**src/rtl/fpa_controller_if.sv**
```systemverilog
// Control/status bundle between the FP adder datapath and its sequencer.
// The datapath side is master; the controller is slave.
interface fpa_controller_if;
    logic       start;
    logic       add_except;
    logic       norm_except;
    logic [4:0] mant;
    logic       load_en;
    logic       add_en;
    logic       norm_en;
    logic       norm_load;
    logic       shift_right;
    logic       done_en;
    logic       busy;
    logic       done;
    logic       result_zero;
    logic       err;
    logic [1:0] err_code;

    modport master (
        output start, add_except, norm_except, mant,
        input  load_en, add_en, norm_en, norm_load, shift_right,
        input  done_en, busy, done, result_zero, err, err_code
    );

    modport slave (
        input  start, add_except, norm_except, mant,
        output load_en, add_en, norm_en, norm_load, shift_right,
        output done_en, busy, done, result_zero, err, err_code
    );
endinterface

```
**src/rtl/fpa_controller.sv**
```systemverilog
// Sequencing FSM for the floating-point adder datapath.
// Steps load, add, exception check and iterative normalization.
module fpa_controller #(
    parameter int MAX_NORM_STEPS = 4,
    parameter int STEP_W         = 3
) (
    input logic             clk,
    input logic             clr,
    fpa_controller_if.slave bus
);
    typedef enum logic [3:0] {
        S_IDLE,
        S_LOAD,
        S_ADD,
        S_ACHK,
        S_NLOAD,
        S_NEVAL,
        S_COMMIT,
        S_FIN,
        S_EXCEPT
    } state_t;

    state_t            state;
    logic [STEP_W-1:0] steps;
    logic              err_q;
    logic              zero_q;
    logic [1:0]        code_q;

    logic at_max;
    logic m_zero;
    logic m_off;
    logic ev_nex;
    logic ev_zero;
    logic ev_lim;
    logic ev_shift;

    // Normalization decision terms, mutually exclusive in priority order
    always_comb begin
        at_max   = (steps == STEP_W'(MAX_NORM_STEPS));
        m_zero   = (bus.mant == 5'd0);
        m_off    = bus.mant[4] | ~bus.mant[3];
        ev_nex   = bus.norm_except;
        ev_zero  = ~ev_nex & m_zero;
        ev_lim   = ~ev_nex & ~m_zero & m_off & at_max;
        ev_shift = ~ev_nex & ~m_zero & m_off & ~at_max;
    end

    // State sequencing plus sticky status flags
    always_ff @(posedge clk or negedge clr) begin
        if (!clr) begin
            state  <= S_IDLE;
            steps  <= '0;
            err_q  <= 1'b0;
            zero_q <= 1'b0;
            code_q <= 2'b00;
        end else begin
            unique case (state)
                S_IDLE: begin
                    if (bus.start) begin
                        err_q  <= 1'b0;
                        zero_q <= 1'b0;
                        code_q <= 2'b00;
                        state  <= S_LOAD;
                    end
                end
                S_LOAD: state <= S_ADD;
                S_ADD:  state <= S_ACHK;
                S_ACHK: begin
                    if (bus.add_except) begin
                        err_q  <= 1'b1;
                        code_q <= 2'b01;
                        state  <= S_EXCEPT;
                    end else begin
                        state <= S_NLOAD;
                    end
                end
                S_NLOAD: begin
                    steps <= '0;
                    state <= S_NEVAL;
                end
                S_NEVAL: begin
                    unique case (1'b1)
                        ev_nex: begin
                            err_q  <= 1'b1;
                            code_q <= 2'b10;
                            state  <= S_EXCEPT;
                        end
                        ev_zero: begin
                            zero_q <= 1'b1;
                            state  <= S_COMMIT;
                        end
                        ev_lim: begin
                            err_q  <= 1'b1;
                            code_q <= 2'b11;
                            state  <= S_EXCEPT;
                        end
                        // ev_shift already excludes at_max, so no wrap
                        ev_shift: steps <= steps + STEP_W'(1);
                        default:  state <= S_COMMIT;
                    endcase
                end
                S_COMMIT: state <= S_FIN;
                S_FIN:    state <= S_IDLE;
                S_EXCEPT: state <= S_IDLE;
                default:  state <= S_IDLE;
            endcase
        end
    end

    assign bus.load_en     = (state == S_LOAD);
    assign bus.add_en      = (state == S_ADD);
    assign bus.norm_en     = (state == S_NLOAD)
                           | ((state == S_NEVAL) & ev_shift);
    assign bus.norm_load   = (state == S_NLOAD);
    assign bus.shift_right = (state == S_NEVAL) & ev_shift
                           & bus.mant[4];
    assign bus.done_en     = (state == S_COMMIT);
    assign bus.busy        = (state != S_IDLE);
    assign bus.done        = (state == S_FIN) | (state == S_EXCEPT);
    assign bus.result_zero = zero_q;
    assign bus.err         = err_q;
    assign bus.err_code    = code_q;
endmodule
```
**src/flat_wrapper.sv**
```systemverilog
// flat-port wrapper written by rule: the top's interface ports become plain ports
module fpa_controller_flat 
#(
    parameter int MAX_NORM_STEPS = 4,
    parameter int STEP_W         = 3
)
  (clk, clr, bus_start, bus_add_except, bus_norm_except, bus_mant, bus_load_en, bus_add_en, bus_norm_en, bus_norm_load, bus_shift_right, bus_done_en, bus_busy, bus_done, bus_result_zero, bus_err, bus_err_code);
  fpa_controller_if bus_i ();
  input logic clk;
  input logic clr;
  input wire logic [$bits(bus_i.start)-1:0] bus_start;
  input wire logic [$bits(bus_i.add_except)-1:0] bus_add_except;
  input wire logic [$bits(bus_i.norm_except)-1:0] bus_norm_except;
  input wire logic [$bits(bus_i.mant)-1:0] bus_mant;
  output wire logic [$bits(bus_i.load_en)-1:0] bus_load_en;
  output wire logic [$bits(bus_i.add_en)-1:0] bus_add_en;
  output wire logic [$bits(bus_i.norm_en)-1:0] bus_norm_en;
  output wire logic [$bits(bus_i.norm_load)-1:0] bus_norm_load;
  output wire logic [$bits(bus_i.shift_right)-1:0] bus_shift_right;
  output wire logic [$bits(bus_i.done_en)-1:0] bus_done_en;
  output wire logic [$bits(bus_i.busy)-1:0] bus_busy;
  output wire logic [$bits(bus_i.done)-1:0] bus_done;
  output wire logic [$bits(bus_i.result_zero)-1:0] bus_result_zero;
  output wire logic [$bits(bus_i.err)-1:0] bus_err;
  output wire logic [$bits(bus_i.err_code)-1:0] bus_err_code;
  assign bus_i.start = bus_start;
  assign bus_i.add_except = bus_add_except;
  assign bus_i.norm_except = bus_norm_except;
  assign bus_i.mant = bus_mant;
  assign bus_load_en = bus_i.load_en;
  assign bus_add_en = bus_i.add_en;
  assign bus_norm_en = bus_i.norm_en;
  assign bus_norm_load = bus_i.norm_load;
  assign bus_shift_right = bus_i.shift_right;
  assign bus_done_en = bus_i.done_en;
  assign bus_busy = bus_i.busy;
  assign bus_done = bus_i.done;
  assign bus_result_zero = bus_i.result_zero;
  assign bus_err = bus_i.err;
  assign bus_err_code = bus_i.err_code;
  fpa_controller #(.MAX_NORM_STEPS(MAX_NORM_STEPS), .STEP_W(STEP_W)) u_core (.clk(clk), .clr(clr), .bus(bus_i));
endmodule
```
**config.mk**
```make
export PLATFORM = sky130hd
export DESIGN_NAME = fpa_controller_flat
export DESIGN_NICKNAME = d
export VERILOG_FILES = /design/src/rtl/fpa_controller_if.sv /design/src/rtl/fpa_controller.sv /design/src/flat_wrapper.sv
export SDC_FILE = /design/constraint.sdc
export NUM_CORES = 1
export LEC_CHECK = 0
export ABC_AREA = 1
export CAP_MARGIN = 10
export CELL_PAD_IN_SITES_DETAIL_PLACEMENT = 1
export CELL_PAD_IN_SITES_GLOBAL_PLACEMENT = 2
export CORE_MARGIN = 4
export CORE_UTILIZATION = 26
export DETAILED_ROUTE_END_ITERATION = 8
export PLACE_DENSITY = 0.85
export SKIP_LAST_GASP = 1
export SLEW_MARGIN = 5
export SYNTH_ARGS = -nofsm -noshare
export SYNTH_HDL_FRONTEND = slang
export SYNTH_SLANG_ARGS = --single-unit
```
**constraint.sdc**
```tcl
create_clock -name clk -period 2.1 [get_ports clk]
set_input_delay 0.315 -clock clk [delete_from_list [all_inputs] [get_ports clk]]
set_output_delay 0.315 -clock clk [all_outputs]
set_load 0.01 [all_outputs]
```
* After elaboration in Yosys (flattened, before gate mapping)
Cells that the tools add are included.
Operators by class: add/sub/neg operators 1, equal/unequal tests 16, muxes and demuxes 16, bitwise logic cells 14, reduce and logical (&&, ||, !) cells 12
Operators by type and width (count):
- 4-bit one-hot mux with 7 select lines | 1
- 4-bit by 3-bit == test with 1-bit output, second input constant | 4
- 4-bit by 2-bit == test with 1-bit output, second input constant | 2
- 4-bit 2-to-1 mux | 2
- 2-bit inequality test, second input constant | 4
- 4-bit one-hot mux with 2 select lines | 1
- 4-bit AND reduction | 2
- 1-bit AND | 7
- 2-bit one-hot mux with 3 select lines | 1
- 3-bit one-hot mux with 2 select lines | 1
- 5-bit logical NOT | 1
- 4-bit by 1-bit == test with 1-bit output, second input constant | 1
- 4-bit == test, second input constant | 1
- 4-bit logical NOT | 1
- 1-bit 2-to-1 mux | 4
- 2-bit 2-to-1 mux | 2
- 2-bit by 1-bit inequality test with 1-bit output, second input constant | 2
- 1-bit inverter | 4
- 2-bit one-hot mux with 2 select lines | 1
- 2-bit AND reduction | 2
- 2-bit nonzero test | 2
- 4-bit nonzero test | 1
- 3-bit by 1-bit adder with 3-bit output, second input constant | 1
- 3-bit == test, second input constant | 1
- other kinds (8) | 10
Word-level totals: bits in registers 11

* Depth between registers and ports, before layout
depth after elaboration 8, mapped depth 9, mapped depth without buffers 9

* Least setup slack after synthesis
No wires, ideal clock.
kind reg-to-output, start point register u_core.steps[0], end point output port bus_shift_right, arrival 1064 ps, slack 721 ps, stages on the path, launching flop included 6, cells stage by stage dfrtp_1 > inv_1 > ha_1 > nand2_1 > nand4_4 > nor2_1
On the way: longest elaborated chain between the ends 5
Ends and longest elaborated chain:
- from (decl) | line fpa_controller.sv:24 | logic [STEP_W-1:0] steps;
- from (signal assigned) | line fpa_controller.sv:98 | ev_shift: steps <= steps + STEP_W'(1);
- 3-bit == test | line fpa_controller.sv:39 | at_max = (steps == STEP_W'(MAX_NORM_STEPS));
- 1-bit inverter | line fpa_controller.sv:45 | ev_shift = ~ev_nex & ~m_zero & m_off & ~at_max;
- 1-bit AND | line fpa_controller.sv:45
- 1-bit AND | line fpa_controller.sv:115 | assign bus.shift_right = (state == S_NEVAL) & ev_shift
- 1-bit AND | line fpa_controller.sv:116 | & bus.mant[4];
- to (decl) | line flat_wrapper.sv:19 | output wire logic [$bits(bus_i.shift_right)-1:0] bus_shift_right;
Every way passes these cells.

* Worst setup path in the final report
start point register u_core.state[0], end point output port bus_norm_load
On the way: longest elaborated chain between the ends 1
Ends and longest elaborated chain:
- from (decl) | line fpa_controller.sv:23 | state_t state;
- from (signal assigned) | line fpa_controller.sv:51 | state <= S_IDLE;
- from (signal assigned) | line fpa_controller.sv:63 | state <= S_LOAD;
- from (signal assigned) | line fpa_controller.sv:66 | S_LOAD: state <= S_ADD;
- 4-bit by 3-bit == test with 1-bit output | line fpa_controller.sv:114 | assign bus.norm_load = (state == S_NLOAD);
- to (decl) | line flat_wrapper.sv:18 | output wire logic [$bits(bus_i.norm_load)-1:0] bus_norm_load;
Every way passes these cells.

==> results.md <==
- DR WL/cell: 13.0 um
- CTS tree: built
- Most frequent cell after synthesis: nand2_1
- Run status: complete, no violations
- Final worst slack: 125 ps
- Number of synthesized flops with an enable pin: 0
- Post-Route Skew: 17.7 ps
- First-pass GRT wire length: 3660 um
- P&R area growth vs syn: 46.7%
- Max VDD drop: 0.498 mV
- Port Buffers: 21
- Max-Cap Viols: 0
- Syn Area/Cell: 7.34 um^2
- Initial core utilization: 26.9%
- Buf+Inv Stages, Crit Path: 2
- Ranking of synthesized cells by area: dfrtp_1 37%, nand2_1 14%, inv_1 8.2%
- Detailed Place HPWL: 1710 um
- Cell area after synthesis: 734 um^2
- Element type at the critical path start: register
- Unique masters post-synth: 20
- Share of layout cells above drive strength 1: 18.9%
- H-tree Lvls: 1
- Iteration-0 DRC Markers: 12
- CP max FO: 4
- Vias: 734
- Final setup violation count: 0
- Sink Count: 11
- DRT antenna net count: 0
- Slew Viols, Final: 0
- Yosys reg bits: 11
- Synth top area share: 37.5%
- PD cells: 1040 nW/um^2
- Commonest cells post-synth: 28 x nand2_1, 16 x inv_1, 15 x nor2_1
- Drt via density: 4.50
- Final nets: 145
- Core ar.: 2730 um^2
- Number of global-route vias before repair: 821
- Diodes inserted: 0
- Gr ovfl total: 0
- Hold/Removal Path Class: in2async
- Largest net degree at the start of global routing: 12
- Critical path's top delay family: buffers and inverters
- Seq/Total Area, Yosys: 37.5%
- Crit-path slowest cell: clkdlybuf4s50_1
- Final WL: 2110 um
- Hold_ws: 379 ps
- Post-CTS Hold Fix Bufs: 0
- CTS Root Cell: clkbuf_4
- Cell row count: 19
- Timing-limited maximum frequency: 506 MHz
- Die X: 61.2 um
- Inst Count DP: 157
- Asr flop ratio synth: 100%
- Dpl ws: -98.7 ps
- CP Capture Type: primary output
- Cell Chain, Critical Path: nor2_2 > nand2_2 > inv_1 > clkdlybuf4s50_1
- Final GP Congestion: 0.757
- Fin util: 39.4%
- DIE HEIGHT: 61.2 um
- RSZ-0062 raised after global routing: yes
- Dpl cell area: 1020 um^2
- Tightest Pin Transition: 529 ps
- Hold Vio Cnt, Final: 0
- Initial antenna violation count: 0
- Synthesized instance count: 100
- Post-route insts no fill: 163
- Crit-path max cell delay: 530 ps
- CTS max path bufs: 2
- Largest area contributor in the synthesized netlist: dfrtp_1
- Residual DRC count: 0
- Post-route cell area: 1080 um^2
- Die ar.: 3740 um^2
- Synth Flop Type: dfrtp_1
- DR pass1 iterations: 4
- Tcrit/Tclk final: 94.1%
- WP data required: 1780 ps
- CP arrival: 1660 ps
- TritonCTS Buffers: 3
- Later-pin clock latency in the skew report: 280 ps
- YS warnings: 0
- Gr usage total: 13.4%
- Leakage: 0.598 nW
- I/O Pins: 22
- Synth Net Count: 112
- WS Path Type: reg2out
- Worst relative slew slack: 64.6%
- Clk slew on worst S/H paths: 90 ps
- Fin crit period: 1980 ps
-- path summary, 6_finish.rpt --
check                                       start                     end  slack (ps)  depth (start not counted)
max                               u_core.state[0]           bus_norm_load         120                          4
min                                           clr         u_core.steps[2]         380                          1
max in group asynchronous                     clr         u_core.state[1]        1350                          1
min in group clk           u_core.bus.result_zero  u_core.bus.result_zero         480                          2
max reg2reg                       u_core.state[1]          u_core.bus.err         660                          9
min reg2reg                u_core.bus.result_zero  u_core.bus.result_zero         480                          2
-- stage by stage --
| step | TNS, ps | total power (W) |
|---|---|---|
| global placement | -102 | 0.000944 |
| CTS | 0 | 0.00113 |
| floorplan | 0 | 0.000703 |
| detailed placement | -160 | 0.000959 |
| global route | -44.5 | 0.00125 |
| finish | 0 | 0.00112 |
-- report_power, final --
part / switching (W) / total, W / internal [W] / leakage [nW]
clock: 0.0000781 / 0.000152 / 0.0000734 / 0.0150
combinational: 0.000359 / 0.000644 / 0.000285 / 0.436
sequential: 0.0000569 / 0.000329 / 0.000272 / 0.146
total: 0.000494 / 0.00112 / 0.000630 / 0.598
-- worst register-to-register path, stage by stage (launching register included) --
cell and delay, ps:
dfrtp_1 410, inv_1 130, nand2_4 90, nor2_8 130
buf_4 160, nor2_1 60, nor2_2 120, nand3_2 100
nand2_1 70, nand2_1 40
-- per-layer routing --
layer	part of all wire [%]	vias to the layer above	track usage, %
li1	-	374	-
met1	42	343	16.2
met2	53	15	23.6
met3	4.1	2	2.73
met4	0.43	0	4.64
met5	0	-	0
-- state kept, by name (all words and copies together) (netlist names) --
register	count
u_core.bus.err	1
u_core.bus.err_code	2
u_core.bus.result_zero	1
u_core.state	4
u_core.steps	3
-- placed cells by master, fill, tap and decap left out, drive strengths merged --
cell           synthesis  routed
clkdlybuf4s50          0      19
inv                   16      16
dlygate4sd2            0       2
nor2                  19      19
a21oi                  4       4
ha                     2       2
xor2                   1       1
clkbuf                 0       4
nand2                 31      31
nand4                  3       3
nand3b                 2       2
nand3                  7       7
buf                    0       7
o21ai                  3       3
clkinv                 1       1
dfrtp                 11      11
-- cells by family (layout without fill, tap and decap cells) --
logic type      after synthesis  in the layout  share of synthesized area [%]
flops                        11             11                           37.5
compound gates                7              7                           5.79
buf+inv                      17             49                           8.86
xor+xnor                      1              1                           1.19
fa+ha+maj                     2              2                           3.41
simple gates                 62             62                           43.3
-- what timing repair did --
action | CTS | global route
buffers inserted | 2 | 0
resized for setup | 4 | 2
pin swaps | 1 | 0
setup endpoints to repair | 2 | 3
-- area by class of cell --
cell class	instances	area (um^2)
fill	330	1660
sequential	11	275
multi-input combinational	72	412
tap	31	38.8
clock buffer	4	26.3
inverter	17	65.1
timing repair buffer	28	260
(Power assumes the default switching activity.)
==> RTL edit 1: new RTL, same flow settings <==
`STEP_W` is set to 3 in 2 places; all go to 5.
--- a/src/rtl/fpa_controller.sv
+++ b/src/rtl/fpa_controller.sv
@@ -3,5 +3,5 @@
 module fpa_controller #(
     parameter int MAX_NORM_STEPS = 4,
-    parameter int STEP_W         = 3
+    parameter int STEP_W         = 5
 ) (
     input logic             clk,
--- a/src/flat_wrapper.sv
+++ b/src/flat_wrapper.sv
@@ -3,5 +3,5 @@
 #(
     parameter int MAX_NORM_STEPS = 4,
-    parameter int STEP_W         = 3
+    parameter int STEP_W         = 5
 )
   (clk, clr, bus_start, bus_add_except, bus_norm_except, bus_mant, bus_load_en, bus_add_en, bus_norm_en, bus_norm_load, bus_shift_right, bus_done_en, bus_busy, bus_done, bus_result_zero, bus_err, bus_err_code);
Function: no difference found for any inputs over 10 cycles, from zero or initial values; that may be too few to reach the edited logic, so the function may still have changed.
==> RTL edit 1 against the original RTL <==
- count of clock-buffer cells in the layout did not move
- area after synthesis rose by 18%
- core utilization rose by 1.2 points
- sequential power rose by 12%
- via count rose by 19%
- hold slack improved by 53 ps
- first-iteration DRC count rose by 130%
- synthesized cell count rose by 17%
- cell area rose by 17%
- power rose by 16%
- setup slack got worse by 24 ps
- wire length rose by 13%
- critical path depth rose by 1
- sequential cell count rose by 2
==> RTL edit 1: results <==
export IMPL_outcome="complete, no violations"
export IMPL_clk_share=0.0209
export IMPL_ir_drop_uv=303
export IMPL_cts_setup_buffers=1
export IMPL_drive_gt1_frac=0.265
export IMPL_nWellTaps=44
export IMPL_seq_area_frac_synth=0.377
export IMPL_drt_wl_total_mm=2.39
export IMPL_signal_buffers=34
export IMPL_grt_pass1_vias=917
export IMPL_seqCellArea_sq_um=325
export IMPL_synth_compound_area_frac=0.0797
export IMPL_p_clk_frac=0.122
export IMPL_dpl_cell_count=192
export IMPL_crit_arrival_ps=1680
export IMPL_grt_pass1_wl_mm=3.95
export IMPL_fill_cells=407
export IMPL_postSynthNetCount=129
export IMPL_htree_levels=1
export IMPL_track_usage=0.119
export IMPL_syn_inst=117
export IMPL_buf_share=0.243
export IMPL_place_gp_congestion=0.828
export IMPL_placed_cell_area_sq_um=1200
export IMPL_p_leak_nw=0.647
export IMPL_dpl_hpwl_mm=2.01
export IMPL_n_all_inverters=23
export IMPL_p_sw_frac=0.432
export IMPL_top_register="u_core.steps"
export IMPL_worst_hold_slack_ps=432
export IMPL_synth_seq_cells=13
export IMPL_place_ws_ps=-218
export IMPL_r2r_start="u_core.steps[0]"
export IMPL_ys_top_cells_by_area="dfrtp_1 38%, nand2_1 12%, inv_1 7.0%"
export IMPL_synthXorXnorAreaFrac=0.0101
export IMPL_intPower_uw=743
export IMPL_multi_input_gates=81
export IMPL_synth_cell_types=24
export IMPL_layout_nets=168
export IMPL_largest_reg_flops=5
export IMPL_synth_common_cells="28 x nand2_1, 16 x inv_1, 13 x dfrtp_1"
export IMPL_yosys_area_share_adder=0.0290
export IMPL_slew_headroom=0.563
export IMPL_final_setup_skew_ps=6.92
export IMPL_rr_endpoint="u_core.bus.err_code[0]"
export IMPL_multi_input_area_share=0.364
export IMPL_finalInstanceArea_sq_um=1260
export IMPL_grt_max_degree=14
-- RTL edit 1: cell types whose count changed after synthesis, sizes merged --
| cell | before | now |
|---|---|---|
| o31ai | 0 | 1 |
| nand3 | 7 | 10 |
| nor2 | 19 | 16 |
| o21ai | 3 | 6 |
| nand3b | 2 | 1 |
| nand4 | 3 | 4 |
| nand2 | 31 | 35 |
| clkinv | 1 | 0 |
| nor3 | 0 | 1 |
| dfrtp | 11 | 13 |
| inv | 16 | 23 |
-- RTL edit 1: worst max path at each step --
stage / slack (ps) / to / depth (start not counted)
after detailed placement: -220 / bus_shift_right / 8
after floorplan: 600 / bus_shift_right / 9
after global placement: -170 / bus_shift_right / 8
after global routing: 2 / bus_norm_load / 5
after CTS: 20 / bus_norm_load / 5
final: 100 / bus_norm_load / 5
-- RTL edit 1: per-layer routing --
metal	track usage	part of all wire	up-vias
met2	0.232	0.56	10
met5	0	0	-
li1	-	-	440
met1	0.127	0.41	424
met3	0.0171	0.026	2
met4	0.0466	0.0029	0
